### src/rtl/le18_pkg.sv
// Shared constants and types for the LE18 graphics RAM port-A controller.
package le18_pkg;

  // Z80 I/O port map
  localparam logic [7:0] PORT_FILL = 8'hEB;
  localparam logic [7:0] PORT_DATA = 8'hEC;
  localparam logic [7:0] PORT_X    = 8'hED;
  localparam logic [7:0] PORT_Y    = 8'hEE;
  localparam logic [7:0] PORT_OPT  = 8'hEF;

  // Option register bit positions
  localparam int OPT_EN  = 0;
  localparam int OPT_INC = 1;

  // Fill engine states
  typedef enum logic {IDLE, FILL} fill_state_t;

endpackage

### src/rtl/le18_io_edge_strobe.sv
// Registered-condition rising-edge detector followed by a three-stage pulse
// train. hit marks the detection cycle T; one/two/three follow at T+1..T+3.
module io_edge_strobe (
  input  logic clk,
  input  logic srst,
  input  logic cond,
  output logic hit,
  output logic one,
  output logic two,
  output logic three
);

  logic cond_q;
  logic cond_qq;

  // Register the raw condition, then walk the detected edge down the train
  always_ff @(posedge clk) begin
    if (srst) begin
      cond_q  <= 1'b0;
      cond_qq <= 1'b0;
      one     <= 1'b0;
      two     <= 1'b0;
      three   <= 1'b0;
    end else begin
      cond_q  <= cond;
      cond_qq <= cond_q;
      one     <= hit;
      two     <= one;
      three   <= two;
    end
  end

  assign hit = cond_q & ~cond_qq;

endmodule

### src/rtl/le18_port_ctrl.sv
// LE18 graphics RAM port-A controller: Z80 port decode, X/Y/option
// registers, Z80 read/write sequencing and a whole-bitmap fill engine that
// yields the RAM port to the Z80 whenever the Z80 claims it.
module le18_port_ctrl
  import le18_pkg::*;
#(
  parameter int ADDR_W    = 14,
  parameter int DATA_W    = 6,
  parameter int FILL_LAST = 16383
) (
  input  logic              clk,
  input  logic              srst,
  input  logic              io_access,
  input  logic [7:0]        trs_a,
  input  logic [7:0]        trs_d,
  input  logic              trs_in_n,
  input  logic              trs_out_n,
  output logic              mem_ce,
  output logic              mem_we,
  output logic              mem_regce,
  output logic [ADDR_W-1:0] mem_addr,
  output logic [DATA_W-1:0] mem_din,
  input  logic [DATA_W-1:0] mem_dout,
  output logic [7:0]        rd_data,
  output logic              rd_rdy,
  output logic              le18_enable,
  output logic              busy
);

  localparam int R_X    = 0;
  localparam int R_Y    = 1;
  localparam int R_OPT  = 2;
  localparam int R_FILL = 3;

  logic        out_sel;
  logic [3:0]  reg_cond;
  logic [3:0]  reg_q;
  logic [3:0]  reg_qq;
  logic [3:0]  reg_hit;
  logic [7:0]  d_q;
  logic        wr_cond;
  logic        rd_cond;
  logic        wr_hit, wr_one, wr_two, wr_three;
  logic        rd_hit, rd_one, rd_two, rd_three;
  logic        z80_slot;
  logic        step_inc;
  logic [5:0]  x_ptr;
  logic [7:0]  y_ptr;
  logic [1:0]  opt;
  fill_state_t state;
  logic [ADDR_W-1:0] fill_addr;
  logic [DATA_W-1:0] fill_val;
  logic [7:0]  rd_live;
  logic [7:0]  rd_hold;
  logic        unused_strobes;

  // Port decode: each condition is qualifier & address match & strobe
  assign out_sel  = io_access & ~trs_out_n;
  assign reg_cond = {out_sel & (trs_a == PORT_FILL),
                     out_sel & (trs_a == PORT_OPT),
                     out_sel & (trs_a == PORT_Y),
                     out_sel & (trs_a == PORT_X)};
  assign wr_cond  = out_sel & (trs_a == PORT_DATA);
  assign rd_cond  = io_access & ~trs_in_n & (trs_a == PORT_DATA);

  // Register-port conditions and the data bus, registered side by side so
  // the captured byte lines up with the detected edge
  always_ff @(posedge clk) begin
    if (srst) begin
      reg_q  <= '0;
      reg_qq <= '0;
      d_q    <= '0;
    end else begin
      reg_q  <= reg_cond;
      reg_qq <= reg_q;
      d_q    <= trs_d;
    end
  end

  assign reg_hit = reg_q & ~reg_qq;

  io_edge_strobe u_wr_strobe (
    .clk   (clk),
    .srst  (srst),
    .cond  (wr_cond),
    .hit   (wr_hit),
    .one   (wr_one),
    .two   (wr_two),
    .three (wr_three)
  );

  io_edge_strobe u_rd_strobe (
    .clk   (clk),
    .srst  (srst),
    .cond  (rd_cond),
    .hit   (rd_hit),
    .one   (rd_one),
    .two   (rd_two),
    .three (rd_three)
  );

  // The write side needs only the edge and its first follow-up stage
  assign unused_strobes = wr_two ^ wr_three;

  // A Z80 data-port edge owns the RAM port on the following cycle
  assign z80_slot = wr_hit | rd_hit;
  // Increment lands one cycle after the RAM used the address
  assign step_inc = opt[OPT_INC] & (wr_one | rd_one);

  // X/Y/option registers; an explicit register write beats auto-increment
  always_ff @(posedge clk) begin
    if (srst) begin
      x_ptr <= '0;
      y_ptr <= '0;
      opt   <= '0;
    end else begin
      if (reg_hit[R_X]) begin
        x_ptr <= d_q[5:0];
      end else if (step_inc) begin
        x_ptr <= x_ptr + 6'd1;
      end
      if (reg_hit[R_Y]) begin
        y_ptr <= d_q;
      end else if (step_inc && (x_ptr == 6'd63)) begin
        y_ptr <= y_ptr + 8'd1;
      end
      if (reg_hit[R_OPT]) begin
        opt <= d_q[1:0];
      end
    end
  end

  // Fill FSM and RAM port arbitration; Z80 slot first, fill writes otherwise
  always_ff @(posedge clk) begin
    if (srst) begin
      state     <= IDLE;
      fill_addr <= '0;
      fill_val  <= '0;
      busy      <= 1'b0;
      mem_ce    <= 1'b0;
      mem_we    <= 1'b0;
      mem_addr  <= '0;
      mem_din   <= '0;
    end else begin
      mem_ce <= 1'b0;
      mem_we <= 1'b0;
      // busy trails the FSM by one cycle so it covers the final write
      busy   <= (state == FILL) | reg_hit[R_FILL];

      if (z80_slot) begin
        mem_ce   <= 1'b1;
        mem_we   <= wr_hit;
        mem_addr <= ADDR_W'({y_ptr, x_ptr});
        if (wr_hit) begin
          mem_din <= d_q[DATA_W-1:0];
        end
      end else if ((state == FILL) && !reg_hit[R_FILL]) begin
        mem_ce   <= 1'b1;
        mem_we   <= 1'b1;
        mem_addr <= fill_addr;
        mem_din  <= fill_val;
      end

      if (reg_hit[R_FILL]) begin
        state     <= FILL;
        fill_addr <= '0;
        fill_val  <= d_q[DATA_W-1:0];
      end else if ((state == FILL) && !z80_slot) begin
        fill_addr <= fill_addr + ADDR_W'(1);
        if (fill_addr == ADDR_W'(FILL_LAST)) begin
          state <= IDLE;
        end
      end
    end
  end

  // Read pipeline: regce at T+2, data presented and latched at T+3
  assign mem_regce = rd_two;
  assign rd_rdy    = rd_three;
  assign rd_live   = 8'({busy, opt[OPT_EN], mem_dout});

  // Hold the last read-back byte until the next read completes
  always_ff @(posedge clk) begin
    if (srst) begin
      rd_hold <= '0;
    end else if (rd_three) begin
      rd_hold <= rd_live;
    end
  end

  assign rd_data     = rd_three ? rd_live : rd_hold;
  assign le18_enable = opt[OPT_EN];

endmodule

### config.mk
export PLATFORM = sky130hd
export DESIGN_NAME = le18_port_ctrl
export DESIGN_NICKNAME = d
export VERILOG_FILES = /design/src/rtl/le18_pkg.sv /design/src/rtl/le18_io_edge_strobe.sv /design/src/rtl/le18_port_ctrl.sv
export SDC_FILE = /design/constraint.sdc
export NUM_CORES = 1
export LEC_CHECK = 0
export ABC_AREA = 1
export CAP_MARGIN = 0
export CORE_ASPECT_RATIO = 1.1
export CORE_MARGIN = 5
export CORE_UTILIZATION = 25
export DETAILED_ROUTE_END_ITERATION = 10
export MAX_ROUTING_LAYER = met4
export PLACE_DENSITY = 0.42
export SYNTH_ARGS = -nofsm -noshare
export SYNTH_HDL_FRONTEND = slang
export SYNTH_SLANG_ARGS = --single-unit
### constraint.sdc
create_clock -name clk -period 1.7 [get_ports clk]
set_input_delay 0.34 -clock clk [delete_from_list [all_inputs] [get_ports clk]]
set_output_delay 0.34 -clock clk [all_outputs]
set_load 0.05 [all_outputs]
# Yosys cells after proc, flatten, opt, wreduce, memory -nomap -nowiden
# Index checks and enable logic that the tools add are counted.
# op_classes
n_addsub	3
n_eq_ne	8
n_mux	16
bitwise_logic	20
n_reduce_logical	13
# ops
cell	count
== test 8 bit, second input constant	5
2-to-1 mux 6 bit	5
2-to-1 mux 14 bit	2
2-to-1 mux 8 bit	3
adder 14 x 1 -> 14 bit, second input constant	1
== test 14 bit, second input constant	1
AND 1 bit	11
nonzero test 2 bit	5
adder 8 x 1 -> 8 bit, second input constant	1
adder 6 x 1 -> 6 bit, second input constant	1
== test 6 bit, second input constant	1
2-to-1 mux 1 bit	6
AND 4 bit	1
NOT 1 bit	4
NOT 4 bit	1
AND reduction 2 bit	2
logical AND 1 bit	3
OR 1 bit	3
zero test 1 bit	2
!= test 2 bit, second input constant	1
OR reduction 2 bit	1
# word_totals
reg_bits	92
input_bits	27
out_inout_bits	34
wordCells	83

# Logic depth before layout (Yosys ltp)
# logic_depth
ltp_word	7
ltp_mapped	8
ltp_nobuf	8

# Hierarchy
# A second synthesis with hierarchy kept.
# unflattened
hier_cells	556
hier_area_um2	3996.3
# by_module_without_submodules
module	instances	cells_per_inst	area_per_inst_um2	seq_area_each_um2
le18_port_ctrl	1	522	3696.0	1681.6
io_edge_strobe	2	17	150.1	100.1

# Worst setup path after synthesis
# OpenSTA, ideal clock, no wires.
# synth_path
path_type	reg-to-output
startpoint	register u_rd_strobe.three
endpoint	output rd_data[0]
arrival_ns	1.436
required_ns	1.360
slack_ns	-0.076
stages_incl_launch_ff	5
n_path_buf	1
path_cell_list	dfxtp_1 -> clkbuf_1 -> inv_1 -> nand2_1 -> nand2_1
# synth_between
elab_chain_len	1
# synth_rtl
element	line_no	rtl
from (decl)	le18_io_edge_strobe.sv:10	output logic three
from (signal assigned)	le18_io_edge_strobe.sv:29	three <= two;
2-to-1 mux 8 bit	n/a	
to (decl)	le18_port_ctrl.sv:24	output logic [7:0] rd_data,
# No other way between the ends.

# Worst setup path after layout
# layout_path
startpoint	register u_rd_strobe.three
endpoint	output rd_data[4]
# Same word-level chain as after synthesis.

==> impl_metrics.ini <==
[power_and_ir_drop]
ir_drop_v = 0.0004355
sw_frac_of_total_pct = 20.95
p_per_area_mw_per_mm2 = 831.5
p_int_mw = 3.414
p_sw_uw = 904.5
clkPwrFrac_pct = 46.5
power.total_mw = 4.318
leakagePower_nw = 2.085
seqPwrFrac_pct = 50.4
p_comb_share_pct = 3.1

[finish]
multi_input_area_mm2 = 0.001826
nNetsFinal = 646
seq_area_mm2 = 0.001846
final_common_cell = nand2_1
final_cell_mix = nand2_1 (140), dfxtp_1 (91), nor2_1 (80), inv_1 (53), buf_4 (43)
synthToLayoutAreaGrowth_pct = 31.61
fin_util_pct = 33.26
num_antenna_cells = 0
nFillCells = 1719
drive_gt1_share_pct = 16.26

[clocking]
clkSinkCount = 92
clkTransAtPathRegs_ns = 0.06
cts_hold_buf = 0
root_buffer = clkbuf_16
cts_buffers = 9
insertion_delay_ns = 0.34
cts_tree = done
clk_path_buf_depth = 2
htree_levels = 3

[global_routing]
grt_max_degree = 28
grt_usage_pct = 12.53
grt_pass1_vias = 3403
grt_first_pass_wirelength_um = 17570
grt-ovfl-total = 0
antenna_found_initial = 0

[worst_setup_path]
timing.rr.start = x_ptr[0]
end_kind = primary output
required_ns = 1.36
setup.worst_path.start_class = flip-flop
path_max_fanout = 8
arrival_ns = 1.30
worst_r2r_path_depth = 7
worstSetupPathType = flip-flop to primary output
worstSetupStartpoint = u_rd_strobe.three
r2r_setup_slack_ns = 0.26
timing.rr.end = y_ptr[2]

[die]
die_w_um = 129.8
num_rows = 48
dieArea_mm2 = 0.01840
start_util_pct = 25.27
boundaryPins = 61
die_h_um = 141.8
core_mm2 = 0.01562

[logic_synthesis]
synth_cell_type_count = 35
yosys_warnings = 0
synth-edff-count = 0
synthArstFlopShare_pct = 0
yosysSeqAreaShare_pct = 46.67
ys_ff_latch = 92
ys.flop_type = dfxtp_1
synth_cells = 543
netlist_area_mm2 = 0.003946
synth_nets = 573
avgSynthCellArea_um2 = 7.268

[placed_design]
post-place-ws_ns = 0.2123
place_congestion = 0.8091
io_buffers = 60
hpwl_um = 8047

[sta]
skew_ns = 0.007554
setup_violations = 0
max_slew_margin_pct = 72.00
tns_ns = 0
slew_violations = 0
finalWorstSetupSlack_ns = 0.05741
worstMarginPinSlew_ns = 0.4196
max_freq_mhz = 608.8
period_minus_slack_ns = 1.643
rsz0062_at_grt = yes
hold_violations = 0
finalCritPeriodShare_pct = 96.62

[min_path]
hp-start = srst
hold_end = busy
worstHoldPathType = input port to flip-flop
hold_depth = 2

[routing]
ant_nets = 0
drt-initial-drc-count = 161
vias = 3552
drc = 0
vias_per_cell = 4.326
wl_per_cell_um = 13.04
routed_wirelength_um = 10700
drtPass1Iterations = 4

[run]
maxCapViolations = 0

[outcome]
outcome = finished, final reports clean
final cells by class:
cell class,instances,share of cell area (%)
repair buffers,78,14.60
flip-flops and latches,92,35.53
inverters,57,4.216
clock buffers,12,4.746
multi-input cells,378,35.15
well taps,200,4.818
clock inverters,4,0.9395
worst max-delay path, stage by stage (launching register included):
cell	delay, ns
dfxtp_4	0.37
clkinvlp_4	0.20
nand2_1	0.14
nand2_1	0.09
buf_12	0.16
state kept, by name (all words and copies together) (netlist names), 2 cells and up:
signal     cells
d_q            8
fill_addr     14
fill_val       6
mem_addr      14
mem_din        6
opt            2
rd_hold        8
reg_q          4
reg_qq         4
x_ptr          6
y_ptr          8
power groups by stage:
stage | sequential, mW | combinational (mW) | clock [mW]
after floorplan | 2.22 | 0.0534 | 0
after global placement | 2.23 | 0.137 | 0
after detailed placement | 2.23 | 0.136 | 0
after CTS | 2.18 | 0.137 | 2.09
after global routing | 2.18 | 0.150 | 2.17
final | 2.18 | 0.135 | 2.01
routing by layer:
metal,share of wire [%],track usage (%),wire [µm]
met1,49,16.51,5195
met2,46,18.82,4926
met3,3.7,2.523,397
met4,1.7,5.033,183
met5,0,-,0
kinds of logic (layout without fill, tap and decap cells):
logic type      count (synthesis)  in the layout  share of synthesized area (%)
compound gates                 75             75                          11.00
simple gates                  295            295                          32.69
flops                          92             92                          46.67
buf+inv                        73            151                          7.577
fa+ha+maj                       3              3                         0.9513
xor+xnor                        5              5                          1.110
what timing repair did:
| action | CTS | global route |
|---|---|---|
| gates resized for setup | 0 | 10 |
| setup endpoints to repair | 0 | 8 |
| setup buffers | 0 | 2 |
synthesized netlist by cell type (all sizes together), types with 4 or more instances:
cell / number / area [µm²]
nand2: 156 / 615.6
dfxtp: 92 / 1842
nor2: 87 / 364.1
inv: 56 / 210.2
nand3: 29 / 162.7
a21oi: 27 / 150.2
o21ai: 26 / 141.4
a31oi: 18 / 112.6
buf: 11 / 65.05
nand4: 10 / 62.56
clkbuf: 5 / 18.77
nor3: 5 / 30.03
nand3b: 4 / 30.03
o21bai: 4 / 30.03
worst max path at each step:
stage               cells after the start         end
floorplan                               4  rd_data[0]
global placement                        4  rd_data[4]
detailed placement                      5    reg_q[3]
CTS                                     4  rd_data[1]
global route                            4  rd_data[4]
finish                                  4  rd_data[4]
through the flow:
| step | std cells | hold WS (ns) | area, µm² |
|---|---|---|---|
| floorplan | 543 | 0.3999 | 3948 |
| global placement | 803 | 0.4105 | 4857 |
| detailed placement | 803 | 0.4177 | 4857 |
| CTS | 819 | 0.2937 | 5152 |
| global route | 821 | 0.2961 | 5194 |
| finish | 821 | 0.2920 | 5194 |
Note: power is estimated with default switching activity, not from simulation.
